**src/rtl/change_dispenser_if.sv**
```systemverilog
// Handshake bundle between the change dispenser and its controller/ejector.
// master drives requests, refills and coin_ack; slave is the dispenser.
interface change_dispenser_if;
  logic        start;
  logic [15:0] amount;
  logic        load;
  logic [1:0]  load_coin;
  logic [7:0]  load_count;
  logic        coin_ack;
  logic [1:0]  coins_out;
  logic        coin_valid;
  logic        busy;
  logic        done;
  logic [1:0]  status;
  logic [15:0] remaining;
  logic [7:0]  inv5;
  logic [7:0]  inv10;
  logic [7:0]  inv25;

  modport master (
    output start, amount, load, load_coin, load_count, coin_ack,
    input  coins_out, coin_valid, busy, done, status, remaining, inv5, inv10, inv25
  );

  modport slave (
    input  start, amount, load, load_coin, load_count, coin_ack,
    output coins_out, coin_valid, busy, done, status, remaining, inv5, inv10, inv25
  );
endinterface

```
**src/rtl/change_dispenser.sv**
```systemverilog
// Greedy coin-change dispenser: picks 25c/10c/5c from a refillable inventory
// and presents one coin at a time to an ejector with a valid/ack handshake.
//
// state    | meaning
// ---------+-------------------------------------------------------------
// S_IDLE   | waiting; accepts refill (load) or a dispense request (start)
// S_SELECT | choose the largest coin that fits and is in stock
// S_ISSUE  | coin presented on coins_out until coin_ack
// S_DONE   | one-cycle done pulse, back to S_IDLE
module change_dispenser (
  input logic              clk,
  input logic              rst,
  change_dispenser_if.slave bus
);

  localparam logic [1:0] S_IDLE   = 2'd0;
  localparam logic [1:0] S_SELECT = 2'd1;
  localparam logic [1:0] S_ISSUE  = 2'd2;
  localparam logic [1:0] S_DONE   = 2'd3;

  localparam logic [1:0] COIN_5  = 2'b01;
  localparam logic [1:0] COIN_10 = 2'b10;
  localparam logic [1:0] COIN_25 = 2'b11;

  localparam logic [1:0] ST_BAD_AMOUNT = 2'b00;
  localparam logic [1:0] ST_SHORT      = 2'b01;
  localparam logic [1:0] ST_PROCESSING = 2'b10;
  localparam logic [1:0] ST_COMPLETE   = 2'b11;

  logic [1:0]  state;
  logic [1:0]  coin_q;
  logic [1:0]  status_q;
  logic [15:0] remaining_q;
  logic [7:0]  inv5_q;
  logic [7:0]  inv10_q;
  logic [7:0]  inv25_q;
  logic [15:0] coin_val;
  logic        bad_amount;

  assign bad_amount = (bus.amount % 16'd5) != 16'd0;

  always_comb begin
    coin_val = 16'd0;
    case (coin_q)
      COIN_5:  coin_val = 16'd5;
      COIN_10: coin_val = 16'd10;
      COIN_25: coin_val = 16'd25;
      default: coin_val = 16'd0;
    endcase
  end

  always_ff @(posedge clk or negedge rst) begin
    if (!rst) begin
      state       <= S_IDLE;
      coin_q      <= 2'b00;
      status_q    <= ST_COMPLETE;
      remaining_q <= 16'd0;
      inv5_q      <= 8'd0;
      inv10_q     <= 8'd0;
      inv25_q     <= 8'd0;
    end else begin
      case (state)
        S_IDLE: begin
          // refill wins over a simultaneous start
          if (bus.load) begin
            case (bus.load_coin)
              COIN_5:  inv5_q  <= bus.load_count;
              COIN_10: inv10_q <= bus.load_count;
              COIN_25: inv25_q <= bus.load_count;
              default: ;
            endcase
          end else if (bus.start) begin
            remaining_q <= bus.amount;
            if (bad_amount) begin
              status_q <= ST_BAD_AMOUNT;
              state    <= S_DONE;
            end else begin
              status_q <= ST_PROCESSING;
              state    <= S_SELECT;
            end
          end
        end
        S_SELECT: begin
          if (remaining_q == 16'd0) begin
            status_q <= ST_COMPLETE;
            state    <= S_DONE;
          end else if (remaining_q >= 16'd25 && inv25_q != 8'd0) begin
            coin_q <= COIN_25;
            state  <= S_ISSUE;
          end else if (remaining_q >= 16'd10 && inv10_q != 8'd0) begin
            coin_q <= COIN_10;
            state  <= S_ISSUE;
          end else if (remaining_q >= 16'd5 && inv5_q != 8'd0) begin
            coin_q <= COIN_5;
            state  <= S_ISSUE;
          end else begin
            status_q <= ST_SHORT;
            state    <= S_DONE;
          end
        end
        S_ISSUE: begin
          if (bus.coin_ack) begin
            case (coin_q)
              COIN_5:  inv5_q  <= inv5_q - 8'd1;
              COIN_10: inv10_q <= inv10_q - 8'd1;
              COIN_25: inv25_q <= inv25_q - 8'd1;
              default: ;
            endcase
            remaining_q <= remaining_q - coin_val;
            state       <= S_SELECT;
          end
        end
        S_DONE:  state <= S_IDLE;
        default: state <= S_IDLE;
      endcase
    end
  end

  // handshake outputs decode straight from state so reset drops them at once
  assign bus.coin_valid = (state == S_ISSUE);
  assign bus.coins_out  = (state == S_ISSUE) ? coin_q : 2'b00;
  assign bus.busy       = (state == S_SELECT) || (state == S_ISSUE);
  assign bus.done       = (state == S_DONE);
  assign bus.status     = status_q;
  assign bus.remaining  = remaining_q;
  assign bus.inv5       = inv5_q;
  assign bus.inv10      = inv10_q;
  assign bus.inv25      = inv25_q;

endmodule

```
**src/flat_wrapper.sv**
```systemverilog
// flat-port wrapper written by rule: the top's interface ports become plain ports
module change_dispenser_flat 
  (clk, rst, bus_start, bus_amount, bus_load, bus_load_coin, bus_load_count, bus_coin_ack, bus_coins_out, bus_coin_valid, bus_busy, bus_done, bus_status, bus_remaining, bus_inv5, bus_inv10, bus_inv25);
  change_dispenser_if bus_i ();
  input logic clk;
  input logic rst;
  input wire logic [$bits(bus_i.start)-1:0] bus_start;
  input wire logic [$bits(bus_i.amount)-1:0] bus_amount;
  input wire logic [$bits(bus_i.load)-1:0] bus_load;
  input wire logic [$bits(bus_i.load_coin)-1:0] bus_load_coin;
  input wire logic [$bits(bus_i.load_count)-1:0] bus_load_count;
  input wire logic [$bits(bus_i.coin_ack)-1:0] bus_coin_ack;
  output wire logic [$bits(bus_i.coins_out)-1:0] bus_coins_out;
  output wire logic [$bits(bus_i.coin_valid)-1:0] bus_coin_valid;
  output wire logic [$bits(bus_i.busy)-1:0] bus_busy;
  output wire logic [$bits(bus_i.done)-1:0] bus_done;
  output wire logic [$bits(bus_i.status)-1:0] bus_status;
  output wire logic [$bits(bus_i.remaining)-1:0] bus_remaining;
  output wire logic [$bits(bus_i.inv5)-1:0] bus_inv5;
  output wire logic [$bits(bus_i.inv10)-1:0] bus_inv10;
  output wire logic [$bits(bus_i.inv25)-1:0] bus_inv25;
  assign bus_i.start = bus_start;
  assign bus_i.amount = bus_amount;
  assign bus_i.load = bus_load;
  assign bus_i.load_coin = bus_load_coin;
  assign bus_i.load_count = bus_load_count;
  assign bus_i.coin_ack = bus_coin_ack;
  assign bus_coins_out = bus_i.coins_out;
  assign bus_coin_valid = bus_i.coin_valid;
  assign bus_busy = bus_i.busy;
  assign bus_done = bus_i.done;
  assign bus_status = bus_i.status;
  assign bus_remaining = bus_i.remaining;
  assign bus_inv5 = bus_i.inv5;
  assign bus_inv10 = bus_i.inv10;
  assign bus_inv25 = bus_i.inv25;
  change_dispenser u_core (.clk(clk), .rst(rst), .bus(bus_i));
endmodule
```
**config.mk**
```make
export PLATFORM = sky130hd
export DESIGN_NAME = change_dispenser_flat
export DESIGN_NICKNAME = d
export VERILOG_FILES = /design/src/rtl/change_dispenser_if.sv /design/src/rtl/change_dispenser.sv /design/src/flat_wrapper.sv
export SDC_FILE = /design/constraint.sdc
export NUM_CORES = 1
export LEC_CHECK = 0
export CORE_UTILIZATION = 48
export DETAILED_ROUTE_END_ITERATION = 16
export PLACE_DENSITY = 0.72
export RECOVER_POWER = 50
export SYNTH_ARGS = -nofsm -noshare
export SYNTH_HDL_FRONTEND = slang
export SYNTH_SLANG_ARGS = --single-unit
```
**constraint.sdc**
```tcl
create_clock -name clk -period 3.47 [get_ports clk]
set_input_delay 0.347 -clock clk [delete_from_list [all_inputs] [get_ports clk]]
set_output_delay 0.347 -clock clk [all_outputs]
set_load 0.005 [all_outputs]
```
# --- Yosys cells after proc, flatten, opt, wreduce, memory -nomap -nowiden ---
# Cells that the tools add are included.
word_totals:
  reg_bits: 46
  inputBits: 31
  out_inout_bits: 47
  wordCells: 99
classes:
  n_reduce_logical: 20
  n_bitwise: 1
  add_sub_neg: 4
  n_div: 1
  magnitude_cmp: 3
  n_mux: 41
  n_eq_ne: 22
ops:
  columns: ["cell", "n"]
  rows:
  - ["$mux W8", 12]
  - ["$mux W16", 3]
  - ["$pmux W8 S2", 3]
  - ["$mux W2", 18]
  - ["$pmux W16 S2", 1]
  - ["$reduce_bool A8 Y1", 3]
  - ["$sub A8 B1 Y8 const B", 3]
  - ["$ge A16 B3 Y1 const B", 1]
  - ["$ge A16 B4 Y1 const B", 1]
  - ["$ge A16 B5 Y1 const B", 1]
  - ["$logic_not A16 Y1", 1]
  - ["$mod A16 B3 Y16 const B", 1]
  - ["$reduce_bool A16 Y1", 1]
  - ["$sub A16 B5 Y16", 1]
  - ["$pmux W5 S3", 1]
  - ["$reduce_and A5 Y1", 3]
  - ["$ne A2 B2 Y1 const B", 7]
  - ["$eq A2 B2 Y1 const B", 6]
  - ["$ne A3 B2 Y1 const B", 3]
  - ["$pmux W2 S4", 1]
  - ["$eq A2 B1 Y1 const B", 3]
  - ["$ne A2 B1 Y1 const B", 3]
  - ["$reduce_and A3 Y1", 2]
  - ["$reduce_and A6 Y1", 1]
  - ["other kinds (9)", 12]

# --- Depth between registers and ports, before layout ---
logic_depth:
  depth_word: 7
  ltp_mapped: 27
  depth_no_buf: 23

# --- Worst setup path before layout ---
# Ideal clock, no wire load.
synth_timing:
  kind: "in2reg"
  start: "input bus_amount[11]"
  end: "register u_core.state[1]"
  n_path_buf: 2
  t_arrival_ps: 5352
  setup_time_ps: 134
  t_required_ps: 3336
  path_stages: 25
  setup_slack_ps: -2016
  cell_sequence: "buf_2 > nor2b_4 > nand2_2 > a211o_1 > nor2_2 > mux2_4 > or4_4 > nand2_1 > nor3_1 > o311ai_2 > a31oi_1 > o311ai_0 > a21oi_1 > or2_1 > buf_6 > ha_1 > inv_1 > o21ai_0 > a221oi_4 > xnor2_1 > ha_1 > o21bai_1 > mux2_4 > o22ai_2 > a31oi_1"
synth_between:
  elab_chain_len: 6
synth_rtl:
  columns: ["item", "line", "source"]
  rows:
  - ["start, declared", "flat_wrapper.sv:8", "input wire logic [$bits(bus_i.amount)-1:0] bus_amount;"]
  - ["$mod A16 B3 Y16", "change_dispenser.sv:40", "assign bad_amount = (bus.amount % 16'd5) != 16'd0;"]
  - ["$reduce_bool A16 Y1", "change_dispenser.sv:40", null]
  - ["$mux W2", "change_dispenser.sv:74", "if (bad_amount) begin"]
  - ["$mux W2", "change_dispenser.sv:72", "end else if (bus.start) begin"]
  - ["$mux W2", "change_dispenser.sv:65", "if (bus.load) begin"]
  - ["$pmux W2 S4", "change_dispenser.sv:62", "case (state)"]
  - ["end signal, assigned", "change_dispenser.sv:76", "state <= S_DONE;"]
  - ["end signal, assigned", "change_dispenser.sv:79", "state <= S_SELECT;"]
  - ["end signal, assigned", "change_dispenser.sv:86", "state <= S_DONE;"]
  - ["end, declared", "change_dispenser.sv:30", "logic [1:0] state;"]
# No other way between the ends. The select of a mux whose other input is x is not followed.
# A chain may end at the register's enable or synchronous reset.

# --- Final worst setup path ---
layout_timing:
  start: "input bus_amount[12]"
  end: "register u_core.state[1]"
# Same word-level chain as after synthesis.

==> flow_summary.ini <==
[run_status]
outcome = finished, violations left
violations = capacitance limit, slew limit, setup timing

[global_route]
grt-ovfl-total = 0
gr-usage-all-layers = 0.339
grt_max_degree = 60
grt_antenna_before_repair = 0
grt_pass1_vias = 6430
grt_pass1_wl_um = 31500

[floorplan]
die_h_um = 107
dieArea_um2 = 11500
rows = 38
start_util = 0.492
die_x_um = 107
core_um2 = 10800
ios = 78

[synthesis]
synth_flop_cell = dfrtp_1
seq_area_frac_synth = 0.217
avgSynthCellArea_um2 = 7.68
syn-cell-area_um2 = 5310
synthArstFlopShare = 1.00
synth_edf_count = 0
postSynthCellCount = 691
yosysTopAreaCell = dfrtp_1
yosysWarnings = 0
yosysTopAreaCellShare = 0.207
yosysUniqueCellTypes = 99
synth_compound_area_frac = 0.402
synthXorXnorAreaFrac = 0.0165
synth_fa_ha_area_frac = 0.0462
synth_nets = 741
synth_mux_area_frac = 0.0361
synth_seq_cells = 46
yosys.area_share.simple = 0.218
synth_top_family_by_area = compound AO/OA/AOI/OAI gates
synthTopCellsByArea = dfrtp_1 (21%), a21oi_1 (6.8%), o21ai_0 (4.8%)

[power]
seqPwrFrac = 0.215
p_clk_frac = 0.072
pwr_density_cell_nw_per_um2 = 682
switchingPower_uw = 2710
max-vdd-ir-drop_uv = 485
p_sw_frac = 0.475
p_leak_uw = 0.00340
intPower_uw = 3000
comb_power_share = 0.713
finalPower_uw = 5710

[route]
post-route-drc-count = 0
wl_per_cell_um = 19.2
wl_met1_um = 8330
dr.pass1.iters = 5
ant_nets = 0
top_layer_used = met4
dr_wl_met2_um = 10300
drtIter0Drc = 577
met3_length_um = 1210
vias = 6825
wirelength_um = 20400
viasPerCell = 6.43

[setup_path]
crit_arrival_ns = 5.42
crit_fanout = 5
cp-start-kind = input port
critical_path_class = input port to flip-flop
cp.required_ns = 3.65
worst_setup_path_end_kind = flip-flop

[sta]
worst_slew_pin_slew_ns = 2.55
whs_ns = 0.440
fmax_mhz = 191
rsz0062_at_grt = yes
max_slew_margin = -0.700
finalWorstSetupSlack_ns = -1.77
hold_viol = 0
final_max_slew_viol_count = 47
timing.final.crit_share = 1.51
clock_skew_ns = 0.0102
period_needed_ns = 5.24
setup_violations = 2

[clocking]
cts-root-buf = clkbuf_8
cts_tree = built
clock_path_buffers = 2
cts_max_level = 2
cts_made_buffers = 5
holdBufCountCts = 0
worstSkewPairLatency_ns = 0.32
cts.sinks = 46
clk_pin_slew_worst_paths_ns = 0.09

[placed_design]
gp_congestion = 0.931
io_buffers = 77
dp_cells = 1007
place_ws_ns = -2.57
dp_hpwl_um = 14000

[finish]
antenna-diode-count = 0
drive_gt1_frac = 0.357
final_nets = 970
fin_cells = 1061
syn_to_final_growth_pct = 57.9
fill_cells = 716
final_util = 0.776

[flow_run]
max_cap_viol_count = 1

[hold_path]
hold_path_class = input port to flip-flop
-- final timing paths --
path,endpoint,from,slack (ns),depth (start not counted)
hold / removal,u_core.bus.remaining[13],bus_amount[13],0.44,4
setup reg to reg,u_core.bus.remaining[15],u_core.coin_q[0],0.27,13
min in group asynchronous,u_core.bus.inv10[2],rst,0.82,1
setup / recovery,u_core.state[1],bus_amount[12],-1.77,24
hold reg to reg,u_core.bus.status[0],u_core.bus.status[0],0.56,1
max in group asynchronous,u_core.bus.remaining[6],rst,1.21,1
-- what timing repair did --
item | CTS | global route
buffers inserted | 26 | 19
gates cloned | 1 | 1
setup endpoints to repair | 2 | 2
pin swaps | 54 | 53
resized for setup | 107 | 53
-- worst max-delay path: stages --
cell      delay (ns)
buf_2           0.13
and4bb_2        0.26
o31ai_4         0.35
o311ai_4        0.19
buf_4           0.17
nor3_2          0.29
buf_4           0.18
o311a_1         0.18
o21ai_2         0.08
mux2i_1         0.15
and3_4          0.22
o311ai_4        0.44
a31oi_2         0.18
buf_4           0.16
buf_4           0.12
a221o_1         0.41
a31oi_4         0.22
buf_4           0.16
nor2_2          0.04
a311o_1         0.38
o21ai_2         0.11
a21oi_1         0.06
a311oi_1        0.42
a31oi_1         0.15
-- through the flow --
stage | TNS (ns) | area [µm²]
after global placement | -4.75 | 7210
after floorplan | -3.62 | 5430
after detailed placement | -5.12 | 7210
final | -3.51 | 8380
after global routing | -3.75 | 8380
after CTS | -3.12 | 7940
-- layer usage --
metal,GRT usage,up-vias
li1,-,3155
met1,0.417,3272
met2,0.603,325
met3,0.0371,73
met4,0.130,0
met5,0,-
-- final cells by class --
type                       count  area (µm²)  area share
multi-input combinational    568        4520       0.540
inverter                      34         130      0.0155
tap                          140         175      0.0209
clock buffer                   5        68.8     0.00821
sequential                    46        1150       0.138
timing repair buffer         265        2280       0.273
clock inverter                 3        45.0     0.00538
-- cell families after synthesis --
| logic type | count (synthesis) |
|---|---|
| AOI/OAI and AO/OA | 297 |
| xor gates and xnor gates | 10 |
| adders and majority gates | 19 |
| buffers and inverters | 77 |
| DFF | 46 |
| muxes | 18 |
| and+or+nand+nor | 224 |
-- cell usage after synthesis, types with 15 or more instances --
cell and instances:
nor3_1 23, nor2_1 43, o21ai_0 51, dfrtp_1 44, mux2i_1 15, a21oi_1 72, nand2_1 61, inv_1 29
clkbuf_1 25, nand3_1 24, o22ai_1 25, ha_1 18
-- state kept, by name (all words and copies together) (netlist names) --
register	flops
u_core.bus.inv5	8
u_core.bus.inv25	8
u_core.bus.status	2
u_core.bus.inv10	8
u_core.bus.remaining	16
u_core.state	2
u_core.coin_q	2
-- power by group through the flow --
stage,Clock (µW),Combinational (µW),Sequential [µW]
after global routing,440,4440,1270
after detailed placement,0,3680,1230
after global placement,0,3550,1210
final,413,4070,1230
after floorplan,0,2250,1150
after CTS,415,3920,1220
-- cell usage in the layout, fill, tap and decap left out, types with 5 or more instances in the layout --
cell             netlist  routed
o21ai_0               51      45
mux2i_1               15      12
o21ai_2                2       7
nand2_1               61      58
o31ai_1               11       8
a21oi_2                0       6
nor3_1                23      19
nor4_1                14      13
inv_1                 29      28
nand3_1               24      21
ha_1                  18      16
or3_1                  6       5
buf_6                  3      22
a31oi_1                9       6
dlygate4sd3_1          0      22
buf_4                  4     164
clkbuf_8               0       5
clkdlybuf4s50_1        0      48
o211ai_1               9       9
nor2_1                43      41
dfrtp_1               44      44
nand4_1                6       6
a21oi_1               72      64
o22ai_1               25      24
nand2b_1              13      11
(Power assumes the default switching activity.)
